<file path="config.mk">
export PLATFORM = sky130hd
export DESIGN_NAME = freq_pulse_checker_v1
export DESIGN_NICKNAME = d
export VERILOG_FILES = /design/src/rtl/freq_pulse_checker_v1.sv
export SDC_FILE = /design/constraint.sdc
export NUM_CORES = 1
export LEC_CHECK = 0
export ABC_AREA = 1
export CORE_MARGIN = 2
export CORE_UTILIZATION = 55
export DETAILED_ROUTE_END_ITERATION = 10
export GPL_ROUTABILITY_DRIVEN = 1
export GPL_TIMING_DRIVEN = 0
export PLACE_DENSITY = 0.89
export SYNTH_ARGS = -nofsm -noshare
export SYNTH_HDL_FRONTEND = slang
export SYNTH_SLANG_ARGS = --single-unit
</file>
<file path="constraint.sdc">
create_clock -name lclk_fpc_in -period 4.6 [get_ports lclk_fpc_in]
set_input_delay 1.38 -clock lclk_fpc_in [delete_from_list [all_inputs] [get_ports lclk_fpc_in]]
set_output_delay 1.38 -clock lclk_fpc_in [all_outputs]
set_load 0.02 [all_outputs]
</file>
<file path="src/rtl/freq_pulse_checker_v1.sv">
// freq_pulse_checker_v1: checks the divider's frame pulse period and half-rate
// toggle clock, tracks lock, and counts errors with a saturating counter.
module freq_pulse_checker_v1 #(
    parameter int unsigned EXP_PERIOD = 8,
    parameter int unsigned LOCK_COUNT = 4,
    parameter int unsigned CNT_W      = 4
) (
    input  logic             lclk_fpc_in,
    input  logic             rst_fpc_in,
    input  logic             pulse_fpc_in,
    input  logic             half_clk_fpc_in,
    output logic [CNT_W-1:0] period_fpc_reg_out,
    output logic             period_valid_fpc_reg_out,
    output logic             locked_fpc_reg_out,
    output logic             period_err_fpc_reg_out,
    output logic             toggle_err_fpc_reg_out,
    output logic [7:0]       err_count_fpc_reg_out
);

    localparam int unsigned GOOD_W = 4;
    localparam int unsigned ERR_W  = 8;

    localparam logic [CNT_W-1:0]  CNT_MAX  = {CNT_W{1'b1}};
    localparam logic [CNT_W-1:0]  CNT_ONE  = CNT_W'(1);
    localparam logic [CNT_W-1:0]  EXP_C    = CNT_W'(EXP_PERIOD);
    localparam logic [GOOD_W-1:0] LOCK_C   = GOOD_W'(LOCK_COUNT);
    localparam logic [ERR_W-1:0]  ERR_MAX  = {ERR_W{1'b1}};

    typedef enum logic [1:0] {
        ST_IDLE    = 2'd0,
        ST_ACQUIRE = 2'd1,
        ST_LOCKED  = 2'd2
    } state_t;

    // Input stage and edge/toggle history
    logic pulse_q, pulse_qq;
    logic half_q, half_qq;
    logic half_armed_q;
    logic marker_q, marker_d;

    // Measurement and control state
    state_t              state_q, state_d;
    logic [CNT_W-1:0]    cnt_q, cnt_d;
    logic [GOOD_W-1:0]   good_cnt_q, good_cnt_d;
    logic [GOOD_W-1:0]   good_inc;

    // Registered outputs
    logic [CNT_W-1:0]    period_q, period_d;
    logic                period_valid_q, period_valid_d;
    logic                locked_q, locked_d;
    logic                period_err_q, period_err_d;
    logic                toggle_err_q, toggle_err_d;
    logic [ERR_W-1:0]    err_count_q, err_count_d;

    logic                timeout;
    logic                meas_good;

    // All state updates on the rising edge; reset is synchronous
    always_ff @(posedge lclk_fpc_in) begin
        if (rst_fpc_in) begin
            pulse_q        <= 1'b1;
            pulse_qq       <= 1'b1;
            half_q         <= 1'b0;
            half_qq        <= 1'b0;
            half_armed_q   <= 1'b0;
            marker_q       <= 1'b0;
            state_q        <= ST_IDLE;
            cnt_q          <= '0;
            good_cnt_q     <= '0;
            period_q       <= '0;
            period_valid_q <= 1'b0;
            locked_q       <= 1'b0;
            period_err_q   <= 1'b0;
            toggle_err_q   <= 1'b0;
            err_count_q    <= '0;
        end else begin
            pulse_q        <= pulse_fpc_in;
            pulse_qq       <= pulse_q;
            half_q         <= half_clk_fpc_in;
            half_qq        <= half_q;
            half_armed_q   <= 1'b1;
            marker_q       <= marker_d;
            state_q        <= state_d;
            cnt_q          <= cnt_d;
            good_cnt_q     <= good_cnt_d;
            period_q       <= period_d;
            period_valid_q <= period_valid_d;
            locked_q       <= locked_d;
            period_err_q   <= period_err_d;
            toggle_err_q   <= toggle_err_d;
            err_count_q    <= err_count_d;
        end
    end

    // Next-state, measurement and error logic
    always_comb begin
        state_d        = state_q;
        good_cnt_d     = good_cnt_q;
        period_d       = period_q;
        period_valid_d = 1'b0;
        period_err_d   = 1'b0;
        toggle_err_d   = 1'b0;
        err_count_d    = err_count_q;

        // A multi-cycle low still yields one falling edge, hence one marker
        marker_d  = ~pulse_q & pulse_qq;
        timeout   = (state_q != ST_IDLE) && (cnt_q == CNT_MAX);
        meas_good = (cnt_q == EXP_C);
        good_inc  = good_cnt_q + GOOD_W'(1);

        // Period counter restarts at 1 on a marker, otherwise saturates
        if (marker_q) begin
            cnt_d = CNT_ONE;
        end else if (cnt_q == CNT_MAX) begin
            cnt_d = cnt_q;
        end else begin
            cnt_d = cnt_q + CNT_ONE;
        end

        case (state_q)
            ST_IDLE: begin
                // First marker only opens the measurement window
                if (marker_q) begin
                    state_d    = ST_ACQUIRE;
                    good_cnt_d = '0;
                end
            end
            ST_ACQUIRE: begin
                if (timeout) begin
                    period_err_d = 1'b1;
                    state_d      = ST_IDLE;
                end else if (marker_q) begin
                    period_valid_d = 1'b1;
                    period_d       = cnt_q;
                    if (meas_good) begin
                        good_cnt_d = good_inc;
                        if (good_inc == LOCK_C) begin
                            state_d = ST_LOCKED;
                        end
                    end else begin
                        good_cnt_d   = '0;
                        period_err_d = 1'b1;
                    end
                end
            end
            ST_LOCKED: begin
                if (timeout) begin
                    period_err_d = 1'b1;
                    state_d      = ST_IDLE;
                end else if (marker_q) begin
                    period_valid_d = 1'b1;
                    period_d       = cnt_q;
                    if (!meas_good) begin
                        period_err_d = 1'b1;
                        good_cnt_d   = '0;
                        state_d      = ST_ACQUIRE;
                    end
                end
            end
            default: begin
                state_d    = ST_IDLE;
                good_cnt_d = '0;
            end
        endcase

        // Half clock must differ from its previous sample every cycle
        toggle_err_d = half_armed_q && (half_q == half_qq);

        // One count per error cycle, regardless of how many strobes fire
        if ((period_err_d || toggle_err_d) && (err_count_q != ERR_MAX)) begin
            err_count_d = err_count_q + ERR_W'(1);
        end

        locked_d = (state_d == ST_LOCKED);
    end

    assign period_fpc_reg_out       = period_q;
    assign period_valid_fpc_reg_out = period_valid_q;
    assign locked_fpc_reg_out       = locked_q;
    assign period_err_fpc_reg_out   = period_err_q;
    assign toggle_err_fpc_reg_out   = toggle_err_q;
    assign err_count_fpc_reg_out    = err_count_q;

endmodule

</file>
# Word level (Yosys, flattened, before mapping)
# Index checks and enable logic that the tools add are counted.
# op_classes
add_sub_neg,3
n_eq_ne,15
n_mux,25
n_bitwise,4
reduce_logical,11
# op_table
cell,n
$mux W4,7
$mux W2,8
$ne A2 B2 Y1 const B,7
$pmux W4 S3,1
$add A4 B1 Y4 const B,2
$add A8 B1 Y8 const B,1
$eq A4 B4 Y1 const B,2
$mux W1,8
$ne A8 B8 Y1 const B,1
$pmux W2 S3,1
$reduce_and A6 Y1,1
$eq A2 B2 Y1 const B,2
$eq A4 B3 Y1 const B,1
$reduce_or A2 Y1,2
$logic_and A1 B1 Y1,3
$not A1 Y1,3
$reduce_and A3 Y1,1
$reduce_or A3 Y1,1
$eq A2 B1 Y1 const B,1
$logic_not A2 Y1,1
$reduce_bool A2 Y1,1
$and A1 B1 Y1,1
$eq A1 B1 Y1,1
$logic_or A1 B1 Y1,1
# word_totals
regBits,32
out_inout_bits,16
wordCells,74

# Logic depth before layout (Yosys ltp)
# logic_depth
depth_word,8
mapped_depth,10
mapped_depth_nobuf,10

# Least setup slack after synthesis
# OpenSTA, ideal clock, no wires.
# synth_timing
path_type,input-to-reg
startpoint,input rst_fpc_in
endpoint,register good_cnt_q[2]
setup_ps,129
arrival_time_ps,1959
path_slack_ps,2512
cell_stages,3
path_cell_list,buf_2 clkbuf_1 nor2_1
# synth_rtl
item,line,source
from (decl),9,"input logic rst_fpc_in,"
to (signal assigned),85,good_cnt_q <= good_cnt_d;
to (decl),44,"logic [GOOD_W-1:0] good_cnt_q, good_cnt_d;"
# No word-level cell between the ends.

# Worst setup path after layout
# layout_timing
startpoint,"register err_count_q[6], in the netlist err_count_fpc_reg_out[6]"
endpoint,output err_count_fpc_reg_out[6]
# layout_rtl
item,line,source
from (decl),53,"logic [ERR_W-1:0] err_count_q, err_count_d;"
from (signal assigned),91,err_count_q <= err_count_d;
to (decl),17,output logic [7:0] err_count_fpc_reg_out
# No word-level cell between the ends.

==> impl_results.md <==
- Yosys Warn Count: 0
- CTS max path bufs: 2
- Number of placement rows: 19
- Sink Count: 32
- Max Clk Rate: approximately 360 MHz
- Synth cell types: 25
- Skew final: around 0.0066 ns
- Die Area: 0.00330 mm2
- Xor/xnor share of the synthesized area: under 10%
- Cell Area, Placed: roughly 0.0018 mm2
- Total global routing overflow: 0
- Max-slew violations: 0
- Initial DRC Count: between 40 and 50
- Final instance area: roughly 0.0019 mm2
- H-Tree Depth: 2
- Critical-path maximum fanout: 6
- Placed Cells: roughly 260
- Slew HR: a little over two thirds
- First-pass GRT wire length: 5350 um
- CTS root buf: clkbuf_4
- Largest family of logic cells by synthesized area: simple AND/OR/NAND/NOR gates
- Worst Tran Pin Value: 0.453 ns
- Antenna Nets Post-Route: 0
- EDFF count, synth: 0
- Crit path DAT: between 1 and 1.5 ns
- Compound-Gate Fraction of Synth Area: a little under an eighth
- Drt pass-1 iters: 4
- CP Cell Sequence: clkdlybuf4s50_1
- DR vias/cell: about 5.3
- Core area: between 0.002 and 0.003 mm2
- Post-route setup slack: 1.81 ns
- Post-synthesis mux area share: 0%
- Largest net degree at the start of global routing: 11
- CP required: approximately 3.2 ns
- IO buf count: 19
- Syn Nets: between 200 and 250
- Ports: 20
- Top_reg_cell synth: dfxtp_1
- CP delay by family, top: buffers and inverters
- Hold Crit Class: flop to flop
- Vias: 1411
- Post-Synth Adder-Cell Area: 6.36%
- Routability cong.: roughly 0.87
- GR Layer Usage met1: between 20 and 30%
- Seq cells post-synth: 32
- Met2 Use GR: 33.6%
- TritonCTS buffer count: 5
- Outcome: completed
- Most used routing layer: met2
- Routed len/inst: between 10 and 15 um
- Setup crit end kind: primary output
- Filler cell count in the final layout: 204
- Max cap viols: 0
- Hold violation count in the final report: 0
- Clk_lat worst skew: between 0.3 and 0.4 ns
- Final nets: around 250
- Place WS: about 1.7 ns
- # DRC: 0
- Synthesized instance count: 207
- Count of final setup violators: 0
- Layout cell share with drive strength beyond 1: a little over an eighth
- Initial antenna violation count: 0
- Drt total wl: roughly 3200 um
- Setup tns final: 0 ns
- Largest area contributor in the netlist: dfxtp_1
- Crit-path max cell delay: 0.65 ns
- Diodes inserted: 0
- Starting Density: between 50% and 60%
- Cell area after synthesis: 0.00157 mm2
- Die X: 57.5 um
- CTS tree: built
- Post-cts resize count: 0
- CP max-delay cell: clkdlybuf4s50_1
- WP buf/inv: 1
- Grt met3 use: between 7 and 8%
- Sequential fraction of the synthesis area: between 40% and 50%
- Die Ht: 57.5 um
- Synth top area cells: dfxtp_1 41%, nand2_1 11%, ha_1 6.4%
- CTS Hold Bufs: 0
- Synth-to-Final Area Change: 18.7%
- VDD IR max: between 0.0002 and 0.00025 V
- Leakage Power: around 0.8 nW
- Async S/R FF share, synth: 0%
- Crit path kind: flop to primary output
- Final worst-path cycle share: between 60% and 70%
- Tmin final: ~2.8 ns
- Worst-path clk slew: ~0.1 ns
- Total GRT Usage: 21.4%
- Vias in the first global route: 1260
- Synth Area in Simple Gates: 32.0%
- Post-CTS Setup Bufs: 0
- Yosys top cell area share: approximately 41%
- RSZ-0062 raised after global routing: false
- Syn Area/Cell: 7.60 um2
- Non-filler cells, final: 264
- PwrDens: around 290 mW/mm2
- Power Total: approximately 530 uW
- Post-detail-place hpwl: between 2000 and 2500 um
- Setup crit start kind: flop
-- synth_stat cells (all sizes together), types with 3 or more instances --
master	n
ha	8
or2	5
a21oi	19
inv	26
o21ai	11
xor2	3
dfxtp	32
nand3	20
nand2	52
nor2	21
nand4	4
-- metal layers --
| metal | vias up | share of wire (%) |
|---|---|---|
| li1 | 716 | - |
| met1 | 647 | 43 |
| met2 | 44 | 50 |
| met3 | 4 | 6.1 |
| met4 | 0 | 1.0 |
| met5 | - | 0 |
-- sequential cells by signal, indices dropped and copies added, names as in the netlist, 2 cells and up --
signal and cells:
cnt_q 4, err_count_fpc_reg_out 8, good_cnt_q 4, period_fpc_reg_out 4, state_q 2
-- kinds of logic (layout without fill, tap and decap cells) --
kind of cell    Yosys count  after routing
buf+inv                  28             54
compound gates           31             31
simple gates            104            104
flops                    32             32
fa+ha+maj                 8              8
xor+xnor                  4              4
-- layout make-up --
type	instances	area, um2	area share, %
tap	31	38.8	2.08
timing repair buffer	19	190	10.2
buffer	2	8.76	0.469
multi-input combinational	147	826	44.2
clock buffer	7	65.1	3.49
inverter	26	97.6	5.23
sequential	32	641	34.3
-- worst paths after layout --
path / cells after the start / end / slack, ns / from
worst min register to register: 2 / marker_q$_SDFF_PP0_ / 0.41 / pulse_qq$_SDFF_PP1_
worst max register to register: 7 / good_cnt_q[3]$_SDFFE_PP0P_ / 2.91 / state_q[0]$_SDFF_PP0_
worst min-delay path: 2 / marker_q$_SDFF_PP0_ / 0.41 / pulse_qq$_SDFF_PP1_
worst max-delay path: 1 / err_count_fpc_reg_out[6] / 1.81 / err_count_fpc_reg_out[6]$_SDFFE_PP0P_
-- where the power goes --
part / internal [mW] / leakage, nW / switching [mW] / total, mW
Combinational: 0.0217 / 0.510 / 0.0323 / 0.0540
Sequential: 0.286 / 0.261 / 0.00804 / 0.294
Clock: 0.0866 / 0.0374 / 0.0986 / 0.185
-- layout by cell type, fill, tap and decap left out, drive strengths merged, types with 5 or more instances in the layout --
cell           instances
nor2                  21
nand2                 52
o21ai                 11
inv                   26
a21oi                 19
clkdlybuf4s50         19
dfxtp                 32
clkbuf                 8
nand3                 20
ha                     8
or2                    5
-- per-stage QoR --
| step | utilization, % | hold slack [ns] |
|---|---|---|
| global route | 68.3 | 0.438 |
| global placement | 65.9 | 0.400 |
| floorplan | - | 0.392 |
| finish | 68.3 | 0.415 |
| detailed placement | 65.9 | 0.409 |
| CTS | 68.3 | 0.415 |
No activity file was read; power rests on OpenSTA's default activity.
